[src/rtl/ram_arbiter.sv]
// Two-master arbiter for the shared external RAM: the CPU Wishbone port and the MGIA video fetch port.
// Video has priority. The CPU is granted after MAX_VID_RUN back-to-back video wins, and each grant has a timeout.
module ram_arbiter #(
    parameter int unsigned MAX_VID_RUN = 4,
    parameter int unsigned TIMEOUT     = 255
) (
    input  logic        clk_i,
    input  logic        reset_ni,
    input  logic [16:0] c_adr_i,
    input  logic [15:0] c_dat_i,
    input  logic [1:0]  c_sel_i,
    input  logic        c_we_i,
    input  logic        c_stb_i,
    output logic        c_ack_o,
    output logic        c_err_o,
    output logic [15:0] c_dat_o,
    input  logic [16:0] v_adr_i,
    input  logic        v_stb_i,
    output logic        v_ack_o,
    output logic [15:0] v_dat_o,
    output logic [16:0] ram_adr_i,
    output logic [15:0] ram_dat_i,
    output logic [1:0]  ram_sel_i,
    output logic        ram_wen_i,
    output logic        ram_oen_i,
    input  logic        ram_ack_o,
    input  logic [15:0] ram_dat_o
);

    localparam int unsigned     RunW   = $clog2(MAX_VID_RUN + 1);
    localparam logic [RunW-1:0] RunMax = RunW'(MAX_VID_RUN);
    localparam logic [7:0]      TmoMax = 8'(TIMEOUT);

    typedef enum logic [1:0] {StIdle, StGntC, StGntV} state_e;

    state_e          r_state, w_state_d, w_arb;
    logic [RunW-1:0] r_run, w_run_d;
    logic [7:0]      r_tmo, w_tmo_d;
    logic            w_gnt_c, w_gnt_v, w_tmo_hit, w_done_c, w_done_v, w_done;

    // A grant whose master dropped its strobe is abandoned: no completion, no ack, no error.
    assign w_gnt_c   = (r_state == StGntC) & c_stb_i;
    assign w_gnt_v   = (r_state == StGntV) & v_stb_i;
    assign w_tmo_hit = (r_tmo == TmoMax) & ~ram_ack_o;
    assign w_done_c  = w_gnt_c & (ram_ack_o | w_tmo_hit);
    assign w_done_v  = w_gnt_v & (ram_ack_o | w_tmo_hit);
    assign w_done    = w_done_c | w_done_v;

    always_ff @(posedge clk_i or negedge reset_ni) begin
        if (!reset_ni) begin
            r_state <= StIdle;
            r_run   <= '0;
            r_tmo   <= '0;
        end else begin
            r_state <= w_state_d;
            r_run   <= w_run_d;
            r_tmo   <= w_tmo_d;
        end
    end

    always_comb begin
        w_run_d = r_run;
        if (!c_stb_i || w_done_c) begin
            w_run_d = '0;
        end else if (w_done_v && (r_run != RunMax)) begin
            w_run_d = r_run + 1'b1;
        end
    end

    // Arbitration uses the run count that includes the video completion happening this cycle.
    always_comb begin
        if (c_stb_i && v_stb_i) begin
            w_arb = (w_run_d == RunMax) ? StGntC : StGntV;
        end else if (c_stb_i) begin
            w_arb = StGntC;
        end else if (v_stb_i) begin
            w_arb = StGntV;
        end else begin
            w_arb = StIdle;
        end
    end

    always_comb begin
        w_state_d = r_state;
        case (r_state)
            StIdle: w_state_d = w_arb;
            StGntC: begin
                if (!c_stb_i)     w_state_d = StIdle;
                else if (w_done_c) w_state_d = w_arb;
            end
            StGntV: begin
                if (!v_stb_i)     w_state_d = StIdle;
                else if (w_done_v) w_state_d = w_arb;
            end
            default: w_state_d = StIdle;
        endcase
    end

    always_comb begin
        w_tmo_d = r_tmo;
        if (w_done || (w_state_d != r_state)) begin
            w_tmo_d = '0;
        end else if ((r_state != StIdle) && !ram_ack_o) begin
            w_tmo_d = r_tmo + 8'd1;
        end
    end

    always_comb begin
        ram_adr_i = '0;
        ram_dat_i = '0;
        ram_sel_i = '0;
        ram_wen_i = 1'b1;
        ram_oen_i = 1'b1;
        c_ack_o   = 1'b0;
        c_err_o   = 1'b0;
        c_dat_o   = '0;
        v_ack_o   = 1'b0;
        v_dat_o   = '0;
        case (r_state)
            StGntC: begin
                ram_adr_i = c_adr_i;
                ram_dat_i = c_dat_i;
                ram_sel_i = c_sel_i;
                ram_wen_i = ~c_we_i;
                ram_oen_i = c_we_i;
                c_ack_o   = c_stb_i & ram_ack_o;
                c_err_o   = c_stb_i & w_tmo_hit;
                c_dat_o   = ram_dat_o;
            end
            StGntV: begin
                ram_adr_i = v_adr_i;
                ram_sel_i = 2'b11;
                ram_oen_i = 1'b0;
                // Video never stalls: a timeout still acks, returning zero data.
                v_ack_o   = v_stb_i & (ram_ack_o | w_tmo_hit);
                v_dat_o   = w_tmo_hit ? 16'h0000 : ram_dat_o;
            end
            default: ;
        endcase
    end

endmodule

[config.mk]
export PLATFORM = sky130hd
export DESIGN_NAME = ram_arbiter
export DESIGN_NICKNAME = d
export VERILOG_FILES = /design/src/rtl/ram_arbiter.sv
export SDC_FILE = /design/constraint.sdc
export NUM_CORES = 1
export LEC_CHECK = 0
export ABC_AREA = 1
export ABC_CLOCK_PERIOD_IN_PS = 2420
export CAP_MARGIN = 30
export CORE_ASPECT_RATIO = 2
export CORE_UTILIZATION = 30
export CTS_BUF_LIST = sky130_fd_sc_hd__clkbuf_16
export CTS_CLUSTER_SIZE = 28
export DETAILED_ROUTE_END_ITERATION = 8
export PLACE_DENSITY_LB_ADDON = 0.08
export SKIP_CTS_REPAIR_TIMING = 1
export SLEW_MARGIN = 15
export SYNTH_ARGS = -nofsm -noshare
export SYNTH_HDL_FRONTEND = slang
export SYNTH_SLANG_ARGS = --single-unit
[constraint.sdc]
create_clock -name clk_i -period 2.42 [get_ports clk_i]
set_clock_uncertainty 0.2 [all_clocks]
set_input_delay 0.363 -clock clk_i [delete_from_list [all_inputs] [get_ports clk_i]]
set_output_delay 0.363 -clock clk_i [all_outputs]
set_load 0.05 [all_outputs]
==> impl_results.md, run 1 <==
* Post-route cell area at 0.00422 mm²
* Post-layout util at 0.785
* Dpl cells at 490
* Clk_lat worst skew at 0.24 ns
* Sequential cell area at 325 µm²
* Ant diodes at 0
* Clock Power Share at 0.083
* Final cell count without fillers at 499
* Max Cap Viol at 0
* Power Total at 3790 µW
* Yosys warns at 0
* Critical path data arrival time at 1.77 ns
* Row Count at 38
* Avg Cell Area, Syn at 5.78 µm²
* Worst-Margin Slew at 0.612 ns
* Root Driver: clkbuf_16
* Gpl congestion at 0.782
* I/O pin total at 146
* Combinational Power Share at 0.846
* Max stage delay on crit path at 0.40 ns
* NetSw at 1980 µW
* Required time of the worst setup path at 1.86 ns
* Core Region at 0.00537 mm²
* Worst IR Drop VDD at 0.976 mV
* DR vias at 2292
* Via-to-Cell Ratio at 4.59
* Cts bufs inserted at 3
* Max-slew violations at 0
* Final WL at 6.95 mm
* Switching Fraction at 0.521
* Crit Reg-Reg Startpoint: r_tmo[0]$_DFFE_PN0P_
* Share of layout cells above drive strength 1 at 0.371
* Buf+Inv Stages, Crit Path at 3
* Worst setup path startpoint: r_state[1]$_DFF_PN0_
* Netlist cell types at 32
* Largest net degree at the start of global routing at 34
* CTS Sinks at 13
* Register area share after synthesis at 0.196
* Worst reg2reg endpoint: r_tmo[6]$_DFFE_PN0P_
* Global Route Usage Sum at 0.240
* ANT nets after route at 0
* Sequential power share at 0.072
* Leakage dissipation at 0.00201 µW
* Final worst-path cycle share at 0.966
* CP Class: reg2out
* Mapped Cells at 287
* HPWL Detailed at 5.75 mm
* Min Hold Slack at 0.302 ns
* Critical path depth at 7
* Layout fillers at 366
* R2r worst-path depth at 16
* Worst min path class: in2async
* First-pass GRT wire length at 10.4 mm
* Most frequent cells in the layout: 86 x nand2_1, 73 x clkdlybuf4s50_1, 72 x buf_12
* Height of the die at 107 µm
* Slew margin rel. at 0.590
* CP endpoint kind: output pin
* Post-DR wirelength/cell at 13.9 µm
* IO Port Bufs at 145
* DR pass1 iterations at 4
* Family with the most delay on the worst path: simple AND/OR/NAND/NOR gates
* Synthesis-stage register bit count at 13
* Cell Chain, Critical Path: inv_1 > ha_4 > buf_12 > or2_2 > nand2_2 > nor2_2 > buf_12
* Setup crit end: ram_sel_i[0]
* Fmax at 428 MHz
* R2R setup slack at 0.09 ns
* Run status: finished, final reports clean
* H-tree levels at 1
* Final net count at 521
* Multi-input gate area at 0.00119 mm²
* Clock Tree Buf Depth at 2
* Startpoint Class: flop
* Mapped Nets at 368
* Die X at 54.6 µm
* Internal at 1820 µW
* Area delta synth->final at 154%
* Final Setup Violations at 0
* Crit-path most repeated cell: buf_12
* Critical Path Fanout Max at 33
* Clk slew on worst S/H paths at 0.05 ns
* Vias in the first global route at 2287
* GR Overflow Total at 0
* Placed cell area at 0.00397 mm²
* Drt drc at 0
* Starting DRT DRC Count at 31
* Slowest stage cell, crit path: dfrtp_1
* Die Area at 0.00585 mm²
* Commonest non-fill, non-tap cell in the layout: nand2_1
* Synth top area cells: nand2_1 21%, dfrtp_1 20%, inv_1 15%
* Synth area leader: nand2_1
* Yosys top cell area share at 0.206
* Hold Fails Final Rpt at 0
* Post-Syn Area at 0.00166 mm²
* Initial antenna violation count at 0
* Clock period minus worst slack at 2.34 ns
* Starting density of the core at 0.309
* CTS tree: yes
* RSZ-0062 raised after global routing: yes
* Pwr Density at 899 mW/mm²
cells in the mapped netlist (all sizes together):
library cell and instances:
xor2 4, nand3 9, inv 69, ha 7, or2 1, nor2 37, nor3 1, o21bai 1
mux2i 1, buf 1, nand4 5, nand2 100, xnor2 3, a21oi 19, o22ai 2, clkinv 3
dfrtp 13, clkbuf 9, a31oi 1, o21ai 1
power by group through the flow:
stage | clock, µW | combinational (µW) | sequential, µW
after floorplan | 0 | 1590 | 275
after global routing | 320 | 3380 | 276
after detailed placement | 0 | 3080 | 275
after global placement | 0 | 3050 | 273
final | 314 | 3210 | 271
after CTS | 313 | 3080 | 272
per-stage QoR:
stage / TNS, ns / worst slack [ns]
global placement: 0 / 0.0845
finish: 0 / 0.0835
CTS: -0.322 / -0.0412
global route: -0.549 / -0.0638
floorplan: -1.68 / -0.219
detailed placement: -0.0734 / -0.0210
logic make-up (layout without fill, tap and decap cells):
kind of cell | Yosys count | count (layout) | share of synthesized area
AND/OR/NAND/NOR | 153 | 154 | 0.433
buffers and inverters | 82 | 233 | 0.192
AO/OA/AOI/OAI | 24 | 24 | 0.0830
flip-flops | 13 | 13 | 0.196
adder cells (fa/ha/maj) | 7 | 7 | 0.0528
XOR/XNOR | 7 | 7 | 0.0370
multiplexers | 1 | 1 | 0.00604
worst register-to-register path, cell delays in order, from the launching register on:
cell	delay [ns]
dfrtp_1	0.40
ha_2	0.21
nand2_2	0.09
nor2_4	0.05
nand2_4	0.10
nand2_4	0.08
a21oi_4	0.16
inv_2	0.08
nor2_4	0.14
nand3_4	0.10
nand2_2	0.08
nand2_2	0.06
nand2_2	0.06
nand2_2	0.06
nor2_4	0.10
nand3_4	0.16
nor2_2	0.13
registers in the layout (all words and copies together), names as in the netlist:
register / cells
r_state: 2
r_tmo: 8
r_run: 3
how the worst min path moves through the flow:
stage / start / endpoint / slack [ns] / cells after the start
global placement: r_tmo[5]$_DFFE_PN0P_ / r_tmo[5]$_DFFE_PN0P_ / 0.35 / 2
finish: reset_ni / r_run[2]$_DFF_PN0_ / 0.30 / 1
global route: reset_ni / r_run[1]$_DFF_PN0_ / 0.36 / 1
floorplan: reset_ni / r_run[0]$_DFF_PN0_ / -0.13 / 0
detailed placement: r_tmo[5]$_DFFE_PN0P_ / r_tmo[5]$_DFFE_PN0P_ / 0.36 / 2
CTS: reset_ni / r_state[0]$_DFF_PN0_ / 0.33 / 1
routing by layer:
layer,global-route usage,up-vias,routed length [µm]
met4,0.0513,0,112
met2,0.449,94,3960
li1,-,1149,-
met3,0.108,11,668
met1,0.222,1038,2210
met5,0,-,0
cell type report:
cell class | count | area share
timing repair buffer | 157 | 0.538
multi-input combinational | 193 | 0.282
sequential | 13 | 0.0772
inverter | 72 | 0.0662
clock buffer | 3 | 0.0178
tap | 60 | 0.0178
clock inverter | 1 | 0.000890
Note: power is estimated with default switching activity, not from simulation.
==> run 2, diff against run 1 <==
--- a/config.mk
+++ b/config.mk
@@ -13,7 +13,9 @@
 export CTS_BUF_LIST = sky130_fd_sc_hd__clkbuf_16
 export CTS_CLUSTER_SIZE = 28
 export DETAILED_ROUTE_END_ITERATION = 8
+export GPL_ROUTABILITY_DRIVEN = 0
 export PLACE_DENSITY_LB_ADDON = 0.08
+export SETUP_SLACK_MARGIN = 0.2
 export SKIP_CTS_REPAIR_TIMING = 1
 export SLEW_MARGIN = 15
 export SYNTH_ARGS = -nofsm -noshare
==> impl_results.md, run 2 (synthesis results as in run 1) <==
* Starting density of the core at 0.309
* H-tree levels at 1
* Core Region at 0.00537 mm²
* Worst-Margin Slew at 0.614 ns
* Post-DR wirelength/cell at 16.1 µm
* R2R setup slack at 0.03 ns
* Final WL at 8.15 mm
* Root Driver: clkbuf_16
* Layout fillers at 249
* Die Area at 0.00585 mm²
* Clock period minus worst slack at 2.39 ns
* Die X at 54.6 µm
* Drt drc at 0
* Critical path data arrival time at 2.36 ns
* Commonest non-fill, non-tap cell in the layout: buf_12
* Max-slew violations at 0
* R2r worst-path depth at 17
* Share of layout cells above drive strength 1 at 0.423
* Post-layout util at 0.874
* CTS Sinks at 13
* Leakage dissipation at 0.00221 µW
* Final worst-path cycle share at 0.989
* Height of the die at 107 µm
* Crit Reg-Reg Startpoint: r_tmo[0]$_DFFE_PN0P_
* GR Overflow Total at 0
* IO Port Bufs at 145
* Area delta synth->final at 183%
* Final net count at 529
* Most frequent cells in the layout: 76 x buf_12, 73 x clkdlybuf4s50_1, 71 x nand2_1
* Critical Path Fanout Max at 8
* First-pass GRT wire length at 11.3 mm
* Slew margin rel. at 0.590
* Register with the most flip-flops: r_tmo
* Ant diodes at 0
* Global Route Usage Sum at 0.260
* Worst IR Drop VDD at 0.770 mV
* Worst min path class: in2async
* Run status: finished, final reports clean
* Cts bufs inserted at 3
* Fin Setup TNS at 0 ns
* Hold Fails Final Rpt at 0
* Final Setup Violations at 0
* Pwr Density at 940 mW/mm²
* Max Cap Viol at 0
* Multi-input gate area at 0.00149 mm²
* RSZ-0062 raised after global routing: yes
* HPWL Detailed at 5.80 mm
* Worst reg2reg endpoint: r_tmo[7]$_DFFE_PN0P_
* Initial antenna violation count at 0
* DR vias at 2443
* Clk slew on worst S/H paths at 0.05 ns
* Clk_lat worst skew at 0.24 ns
* Clock Tree Buf Depth at 2
* Startpoint Class: flop
* CP Class: reg2reg
* Largest net degree at the start of global routing at 27
* Fmax at 418 MHz
* Min Hold Slack at 0.308 ns
* ANT nets after route at 0
* DR pass1 iterations at 6
* Sequential cell area at 328 µm²
* Largest register FFs at 8
* I/O pin total at 146
* Starting DRT DRC Count at 57
* CTS tree: yes
* Row Count at 38
* Via-to-Cell Ratio at 4.82
* Vias in the first global route at 2497
* Required time of the worst setup path at 2.39 ns
* Leading registers by flop count: r_tmo x8, r_run x3, r_state x2
* CP endpoint kind: flop
run 2: cell count changes in the layout (fill, tap and decap cells not counted), sizes merged:
cell,previous run,this run
buf,84,91
inv,71,70
nand2,101,100
clkinv,2,3
clkbuf,3,5
run 2: metrics by stage:
stage	std cells	total power, µW	setup WS [ns]	area (µm²)
2_1_floorplan	287	2100	0.0288	1890
3_3_place_gp	490	3510	0.0766	4130
3_5_place_dp	490	3550	-0.0384	4130
4_1_cts	494	3860	-0.0414	4210
5_1_grt	507	4590	-0.104	4700
6_report	507	4410	0.0272	4700
run 2: area by class of cell:
class                      instances  area share
clock buffer                       3      0.0160
clock inverter                     1     0.00107
inverter                          72      0.0602
multi-input combinational        192       0.318
sequential                        13      0.0698
tap                               60      0.0160
timing repair buffer             166       0.519
run 2: where the power goes:
part / internal, µW / leakage [µW] / switching [µW]
Sequential: 249 / 0.000176 / 44.7
Clock: 220 / 0.0000409 / 89.9
Combinational: 1660 / 0.00200 / 2150
Total: 2130 / 0.00221 / 2290
run 2: how the worst max path moves through the flow:
stage / startpoint / depth (start not counted) / slack [ns] / to
floorplan: r_tmo[0]$_DFFE_PN0P_ / 7 / 0.03 / v_dat_o[10]
global placement: v_stb_i / 14 / 0.08 / r_tmo[0]$_DFFE_PN0P_
detailed placement: v_stb_i / 14 / -0.04 / r_tmo[0]$_DFFE_PN0P_
CTS: r_state[1]$_DFF_PN0_ / 6 / -0.04 / ram_adr_i[12]
global route: r_tmo[1]$_DFFE_PN0P_ / 17 / -0.10 / r_tmo[1]$_DFFE_PN0P_
finish: r_tmo[0]$_DFFE_PN0P_ / 17 / 0.03 / r_tmo[7]$_DFFE_PN0P_
run 2: layer usage:
layer	global-route usage	up-vias	part of all wire
met4	0.0879	0	0.035
met3	0.0950	27	0.074
li1	-	1159	-
met5	0	-	0
met1	0.248	1142	0.29
met2	0.475	115	0.60
run 2: worst max-delay path, stage by stage, from the launching register on:
cell	delay [ns]
dfrtp_2	0.41
ha_4	0.16
nand2_4	0.06
nor2_4	0.13
nand2_4	0.08
nand2_8	0.10
nand3_4	0.08
nand2_1	0.08
nand2_1	0.06
nand2_1	0.14
nand3_4	0.14
nand2_4	0.10
nand2_4	0.05
nand2_2	0.07
nand2_2	0.05
nor2_4	0.09
nand3_4	0.16
nor2_2	0.13
==> run 3, diff against run 2 <==
--- a/config.mk
+++ b/config.mk
@@ -7,7 +7,7 @@
 export LEC_CHECK = 0
 export ABC_AREA = 1
 export ABC_CLOCK_PERIOD_IN_PS = 2420
-export CAP_MARGIN = 30
+export CAP_MARGIN = 20
 export CORE_ASPECT_RATIO = 2
 export CORE_UTILIZATION = 30
 export CTS_BUF_LIST = sky130_fd_sc_hd__clkbuf_16
==> results of run 3 <==
The final DEF is identical to that of run 2; final timing and power are the same.
